--- src/rtl/vga_bar_renderer.sv ---
// N-bar renderer: double-buffered bar heights and highlights, 2-cycle pixel pipeline to registered RGB/sync.
// Optional VGA_BAR_BORDER_EN macro draws a 1-px black ring around each drawn bar.
module vga_bar_renderer #(
  parameter int              NUM_BARS  = 8,
  parameter int              IDX_W     = 4,
  parameter int              HGT_W     = 10,
  parameter int              BAR_W     = 64,
  parameter int              BAR_GAP   = 32,
  parameter int              BASE_Y    = 570,
  parameter logic [11:0]     BG_COLOR  = 12'hAAA,
  parameter logic [11:0]     BAR_COLOR = 12'hF00,
  parameter logic [11:0]     HLA_COLOR = 12'h0F0,
  parameter logic [11:0]     HLB_COLOR = 12'h00F
) (
  input  logic             i_pclk,
  input  logic             i_rst,
  input  logic [10:0]      i_hcount,
  input  logic [10:0]      i_vcount,
  input  logic             i_hsync,
  input  logic             i_vsync,
  input  logic             i_hblnk,
  input  logic             i_vblnk,
  input  logic             i_wr_en,
  input  logic [IDX_W-1:0] i_wr_idx,
  input  logic [HGT_W-1:0] i_wr_height,
  input  logic             i_hla_en,
  input  logic [IDX_W-1:0] i_hla_idx,
  input  logic             i_hlb_en,
  input  logic [IDX_W-1:0] i_hlb_idx,
  output logic             o_hs,
  output logic             o_vs,
  output logic [3:0]       o_r,
  output logic [3:0]       o_g,
  output logic [3:0]       o_b,
  output logic             o_frame_tick
);

  localparam logic [11:0]      L_BASE_Y = 12'(BASE_Y);
  localparam logic [IDX_W-1:0] L_NONE   = IDX_W'(NUM_BARS);

  logic [HGT_W-1:0] r_stg_h [NUM_BARS];
  logic [HGT_W-1:0] r_act_h [NUM_BARS];
  logic             r_stg_hla_en, r_stg_hlb_en, r_act_hla_en, r_act_hlb_en;
  logic [IDX_W-1:0] r_stg_hla_idx, r_stg_hlb_idx, r_act_hla_idx, r_act_hlb_idx;
  logic             r_vblnk_q;
  logic             w_commit;

  assign w_commit = i_vblnk && !r_vblnk_q;

  // Staging is written freely; the active bank only changes on a vblnk rise,
  // and reads the pre-edge staging value so a same-cycle write lands next frame.
  always_ff @(posedge i_pclk) begin
    if (i_rst) begin
      for (int i = 0; i < NUM_BARS; i++) begin
        r_stg_h[i] <= '0;
        r_act_h[i] <= '0;
      end
      r_stg_hla_en  <= 1'b0;
      r_stg_hlb_en  <= 1'b0;
      r_stg_hla_idx <= '0;
      r_stg_hlb_idx <= '0;
      r_act_hla_en  <= 1'b0;
      r_act_hlb_en  <= 1'b0;
      r_act_hla_idx <= '0;
      r_act_hlb_idx <= '0;
      r_vblnk_q     <= 1'b0;
      o_frame_tick  <= 1'b0;
    end else begin
      for (int i = 0; i < NUM_BARS; i++) begin
        if (i_wr_en && (i_wr_idx == IDX_W'(i))) r_stg_h[i] <= i_wr_height;
        if (w_commit) r_act_h[i] <= r_stg_h[i];
      end
      r_stg_hla_en  <= i_hla_en;
      r_stg_hlb_en  <= i_hlb_en;
      r_stg_hla_idx <= i_hla_idx;
      r_stg_hlb_idx <= i_hlb_idx;
      if (w_commit) begin
        r_act_hla_en  <= r_stg_hla_en;
        r_act_hlb_en  <= r_stg_hlb_en;
        r_act_hla_idx <= r_stg_hla_idx;
        r_act_hlb_idx <= r_stg_hlb_idx;
      end
      r_vblnk_q    <= i_vblnk;
      o_frame_tick <= w_commit;
    end
  end

  logic [11:0]         w_x, w_y;
  logic [NUM_BARS-1:0] w_in;
  logic [NUM_BARS-1:0] w_ring;

  assign w_x = {1'b0, i_hcount};
  assign w_y = {1'b0, i_vcount};

  for (genvar gi = 0; gi < NUM_BARS; gi++) begin : g_bar
    localparam logic [11:0] L_X0 = 12'(BAR_GAP + gi * (BAR_W + BAR_GAP));
    localparam logic [11:0] L_X1 = 12'(BAR_GAP + gi * (BAR_W + BAR_GAP) + BAR_W - 1);
    logic [11:0] w_h12, w_heff, w_ytop;
    assign w_h12    = 12'(r_act_h[gi]);
    assign w_heff   = (w_h12 > L_BASE_Y) ? L_BASE_Y : w_h12;
    assign w_ytop   = L_BASE_Y - w_heff;
    assign w_in[gi] = (w_heff != 12'd0) && (w_x >= L_X0) && (w_x <= L_X1) &&
                      (w_y >= w_ytop) && (w_y < L_BASE_Y);
`ifdef VGA_BAR_BORDER_EN
    assign w_ring[gi] = (w_x == L_X0) || (w_x == L_X1) ||
                        (w_y == w_ytop) || (w_y == L_BASE_Y - 12'd1);
`else
    assign w_ring[gi] = 1'b0;
`endif
  end

  logic [IDX_W-1:0] w_hit;
  logic             w_hit_ring;

  // Walk downward so the lowest-numbered overlapping bar wins.
  always_comb begin
    w_hit      = L_NONE;
    w_hit_ring = 1'b0;
    for (int i = NUM_BARS - 1; i >= 0; i--) begin
      if (w_in[i]) begin
        w_hit      = IDX_W'(i);
        w_hit_ring = w_ring[i];
      end
    end
  end

  logic [IDX_W-1:0] r_s1_hit;
  logic             r_s1_ring, r_s1_hs, r_s1_vs, r_s1_blank;

  always_ff @(posedge i_pclk) begin
    if (i_rst) begin
      r_s1_hit   <= L_NONE;
      r_s1_ring  <= 1'b0;
      r_s1_hs    <= 1'b0;
      r_s1_vs    <= 1'b0;
      r_s1_blank <= 1'b1;
    end else begin
      r_s1_hit   <= w_hit;
      r_s1_ring  <= w_hit_ring;
      r_s1_hs    <= i_hsync;
      r_s1_vs    <= i_vsync;
      r_s1_blank <= i_hblnk || i_vblnk;
    end
  end

  logic        w_is_bar, w_hla_hit, w_hlb_hit;
  logic [11:0] w_color;

  assign w_is_bar  = r_s1_hit < L_NONE;
  assign w_hla_hit = r_act_hla_en && (r_act_hla_idx < L_NONE) && (r_s1_hit == r_act_hla_idx);
  assign w_hlb_hit = r_act_hlb_en && (r_act_hlb_idx < L_NONE) && (r_s1_hit == r_act_hlb_idx);

  always_comb begin
    w_color = BG_COLOR;
    if (r_s1_blank)                  w_color = 12'h000;
    else if (w_is_bar && r_s1_ring)  w_color = 12'h000;
    else if (w_hla_hit)              w_color = HLA_COLOR;
    else if (w_hlb_hit)              w_color = HLB_COLOR;
    else if (w_is_bar)               w_color = BAR_COLOR;
  end

  always_ff @(posedge i_pclk) begin
    if (i_rst) begin
      o_hs              <= 1'b0;
      o_vs              <= 1'b0;
      {o_r, o_g, o_b}   <= 12'h000;
    end else begin
      o_hs              <= r_s1_hs;
      o_vs              <= r_s1_vs;
      {o_r, o_g, o_b}   <= w_color;
    end
  end

endmodule

--- config.mk ---
export PLATFORM = sky130hd
export DESIGN_NAME = vga_bar_renderer
export DESIGN_NICKNAME = d
export VERILOG_FILES = /design/src/rtl/vga_bar_renderer.sv
export SDC_FILE = /design/constraint.sdc
export NUM_CORES = 1
export LEC_CHECK = 0
export ABC_CLOCK_PERIOD_IN_PS = 4090
export CAP_MARGIN = 20
export CORE_MARGIN = 2
export CORE_UTILIZATION = 40
export DETAILED_ROUTE_END_ITERATION = 10
export PLACE_DENSITY_LB_ADDON = 0.25
export SLEW_MARGIN = 15
export SYNTH_ARGS = -nofsm -noshare
export SYNTH_HDL_FRONTEND = slang
export SYNTH_SLANG_ARGS = --single-unit
--- constraint.sdc ---
create_clock -name i_pclk -period 4.09 [get_ports i_pclk]
set_input_delay 1.0225 -clock i_pclk [delete_from_list [all_inputs] [get_ports i_pclk]]
set_output_delay 1.0225 -clock i_pclk [all_outputs]
set_load 0.01 [all_outputs]
==> results.sh, run 1 <==
export IMPL_dr_first_iter_drc_count=490
export IMPL_postRouteAntennaNets=0
export IMPL_initial_core_util=0.407
export IMPL_criticalPathCategory="reg2reg"
export IMPL_worstPathArrival_ns=4.17
export IMPL_cts_root_buf="clkbuf_16"
export IMPL_synth_area_leaders="edfxtp_1 (44%), ha_1 (11%), dfxtp_1 (6.7%), nor2_1 (4.0%), and3_1 (3.9%)"
export IMPL_via_count=7972
export IMPL_synth_most_common_cell="edfxtp_1"
export IMPL_die_h_um=170
export IMPL_worst_setup_path_end_kind="register"
export IMPL_synth_top_family_by_area="simple AND/OR/NAND/NOR gates"
export IMPL_via_per_inst=5.35
export IMPL_postCtsHoldBufs=0
export IMPL_skew_ns=0.0115
export IMPL_synth_area_leader_cell="edfxtp_1"
export IMPL_coreArea_um2=27000
export IMPL_synth_compound_area_frac=0.122
export IMPL_final_nets=1286
export IMPL_slew_headroom=0.388
export IMPL_insertion_delay_ns=0.44
export IMPL_synth_cell_area_um2=11000
export IMPL_ys_ff_latch=197
export IMPL_place_hpwl_mm=18.5
export IMPL_p_leak_nw=5.28
export IMPL_drive_above_1_share=0.0896
export IMPL_synthMuxAreaShare=0.00511
export IMPL_cts_tree="yes"
export IMPL_start_kind="register"
export IMPL_grt_max_degree=43
export IMPL_synthSimpleGateAreaFrac=0.198
export IMPL_cts_sinks=197
export IMPL_synthXorXnorAreaFrac=0.0278
export IMPL_cts_buffers=17
export IMPL_synth_area_per_cell_um2=10.4
export IMPL_worst_slack_ns=0.304
export IMPL_ctsHtreeMaxLevel=4
export IMPL_maxCapViolations=0
export IMPL_ys_seq_area_frac=0.504
export IMPL_synth_edf_count=160
export IMPL_rows=60
export IMPL_finalPower_mw=4.81
export IMPL_antenna_found_initial=0
export IMPL_worst_slew_pin_slew_ns=0.917
export IMPL_syn_nets=1206
export IMPL_synth_common_cells="edfxtp_1 (160), nor2_1 (118), ha_1 (96), nand2_1 (72), and3_1 (68)"
export IMPL_finalHoldViolations=0
export IMPL_synthesis_instances=1057
export IMPL_clock_path_buffers=2
export IMPL_grt_pass1_vias=7540
export IMPL_numPortBuffers=62
export IMPL_die_x_um=170
export IMPL_clkTransAtPathRegs_ns=0.08
export IMPL_area_delta_synth_final_pct=16.6
export IMPL_powerDensity_nw_per_um2=374
export IMPL_final_cell_area_um2=12800
export IMPL_fill_cells=2509
export IMPL_io_pins=68
export IMPL_ir_drop_mv=0.292
export IMPL_finalSetupViolCount=0
export IMPL_drv_slew=0
export IMPL_track_usage=0.181
export IMPL_wl_mm=25.5
export IMPL_period_needed_ns=3.79
export IMPL_ys_types=69
export IMPL_seqCellArea_um2=5550
export IMPL_n_antenna_cell=0
export IMPL_routedWlPerCell_um=17.1
export IMPL_die_area_um2=28900
export IMPL_gp_congestion=0.842
export IMPL_period_share=0.926
export IMPL_multi_input_area_um2=5140
export IMPL_synth_top_area_frac=0.436
export IMPL_dr_pass1_iters=5
export IMPL_yosysWarningCount=0
export IMPL_async_flop_share=0
export IMPL_required_ns=4.47
export IMPL_synth_ff_type="edfxtp_1"
export IMPL_grt_pass1_wl_mm=39.9
export IMPL_overflow=0
export IMPL_max_freq_mhz=264
export IMPL_place_ws_ns=0.0459
export IMPL_worstPathMaxFanout=7
export IMPL_status="completed"
export IMPL_synth_adder_area_share=0.109
export IMPL_hold_class="reg2reg"
export IMPL_route_detailed_drc=0
export IMPL_place_area_um2=12200
-- routing by layer --
layer  global-route usage  share of wire  up-vias
met3               0.0300          0.031       49
met2                0.310           0.48      147
li1                     -              -     4052
met4               0.0788          0.037        0
met1                0.227           0.45     3724
met5                    0              0        -
-- worst paths after layout --
check / to / cells past startpoint / slack, ns / startpoint
setup / recovery: r_s1_hit[3] / 17 / 0.30 / r_act_h[1][17]
hold / removal: o_g[2] / 1 / 0.42 / r_s1_blank
setup reg to reg: r_s1_hit[3] / 17 / 0.30 / r_act_h[1][17]
hold reg to reg: o_g[2] / 1 / 0.42 / r_s1_blank
-- layout by cell type (no fill, tap or decap), types with 9 or more instances in the layout --
master	count
a211oi_1	9
a21o_1	9
a21oi_1	41
a22o_1	10
a31oi_1	11
and3_1	68
buf_4	42
clkbuf_16	17
clkdlybuf4s50_1	61
dfxtp_1	37
edfxtp_1	160
ha_1	96
inv_1	50
nand2_1	72
nand2b_1	29
nand3_1	19
nor2_1	118
nor2b_1	42
nor3_1	12
nor4_1	16
o21ai_0	57
or3_1	10
xnor2_1	22
xor2_1	13
-- stage by stage --
stage               hold slack, ns  std cells  utilization  TNS [ns]
finish                       0.421       1491        0.475         0
global route                 0.459       1491        0.475  -0.00438
CTS                          0.429       1490        0.473         0
detailed placement           0.418       1458        0.451         0
global placement             0.413       1458        0.451         0
floorplan                    0.399       1057            -         0
-- state kept, by name, summed over array words and instances (netlist names), 2 cells and up --
| signal | count |
|---|---|
| r_stg_h | 80 |
| r_stg_hlb_idx | 4 |
| r_act_hla_idx | 4 |
| r_act_h | 80 |
| r_stg_hla_idx | 4 |
| o_b | 2 |
| o_r | 2 |
| o_g | 2 |
| r_act_hlb_idx | 4 |
| r_s1_hit | 4 |
-- final cells by class --
| type | instances | area share |
|---|---|---|
| inverters | 51 | 0.0149 |
| flip-flops and latches | 197 | 0.432 |
| multi-input cells | 766 | 0.400 |
| well taps | 341 | 0.0332 |
| clock buffers | 17 | 0.0331 |
| clock inverters | 15 | 0.0139 |
| repair buffers | 104 | 0.0725 |
-- kinds of logic (layout without fill, tap and decap cells) --
logic type	after synthesis	count (layout)
muxes	5	5
DFF	197	197
buffers and inverters	94	187
and+or+nand+nor	424	424
adders and majority gates	96	96
xor gates and xnor gates	35	35
AOI/OAI and AO/OA	206	206
-- what timing repair did --
action	in CTS	in global routing
resized for setup	0	19
endpoints found under the setup margin	0	4
buffers inserted	0	1
-- worst max-delay path, cell delays in order, from the launching register on --
cell,delay (ns)
edfxtp_1,0.44
or3_1,0.45
o21ai_1,0.23
nor2b_1,0.21
inv_1,0.06
ha_1,0.27
o21ai_1,0.19
nand2_1,0.07
mux2_2,0.22
o21ai_0,0.08
ha_1,0.20
nor4_1,0.33
o221ai_1,0.19
a21oi_1,0.16
nor4_1,0.08
buf_4,0.16
nor3_2,0.20
a41o_1,0.20
-- report_power, final --
| part | leakage [nW] | switching, mW | internal [mW] | total, mW |
|---|---|---|---|---|
| combinational | 3.03 | 0.419 | 0.327 | 0.746 |
| sequential | 1.96 | 0.0745 | 2.30 | 2.37 |
| clock | 0.294 | 0.807 | 0.880 | 1.69 |
Note: power is estimated with default switching activity, not from simulation.
==> inputs of run 2 (changes only) <==
--- a/config.mk
+++ b/config.mk
@@ -11,7 +11,8 @@
 export CORE_UTILIZATION = 40
 export DETAILED_ROUTE_END_ITERATION = 10
 export PLACE_DENSITY_LB_ADDON = 0.25
-export SLEW_MARGIN = 15
+export SKIP_CTS_REPAIR_TIMING = 1
+export SLEW_MARGIN = 20
 export SYNTH_ARGS = -nofsm -noshare
 export SYNTH_HDL_FRONTEND = slang
 export SYNTH_SLANG_ARGS = --single-unit
==> results of run 2 <==
No change in the layout: final DEF, timing and power equal those of run 1.
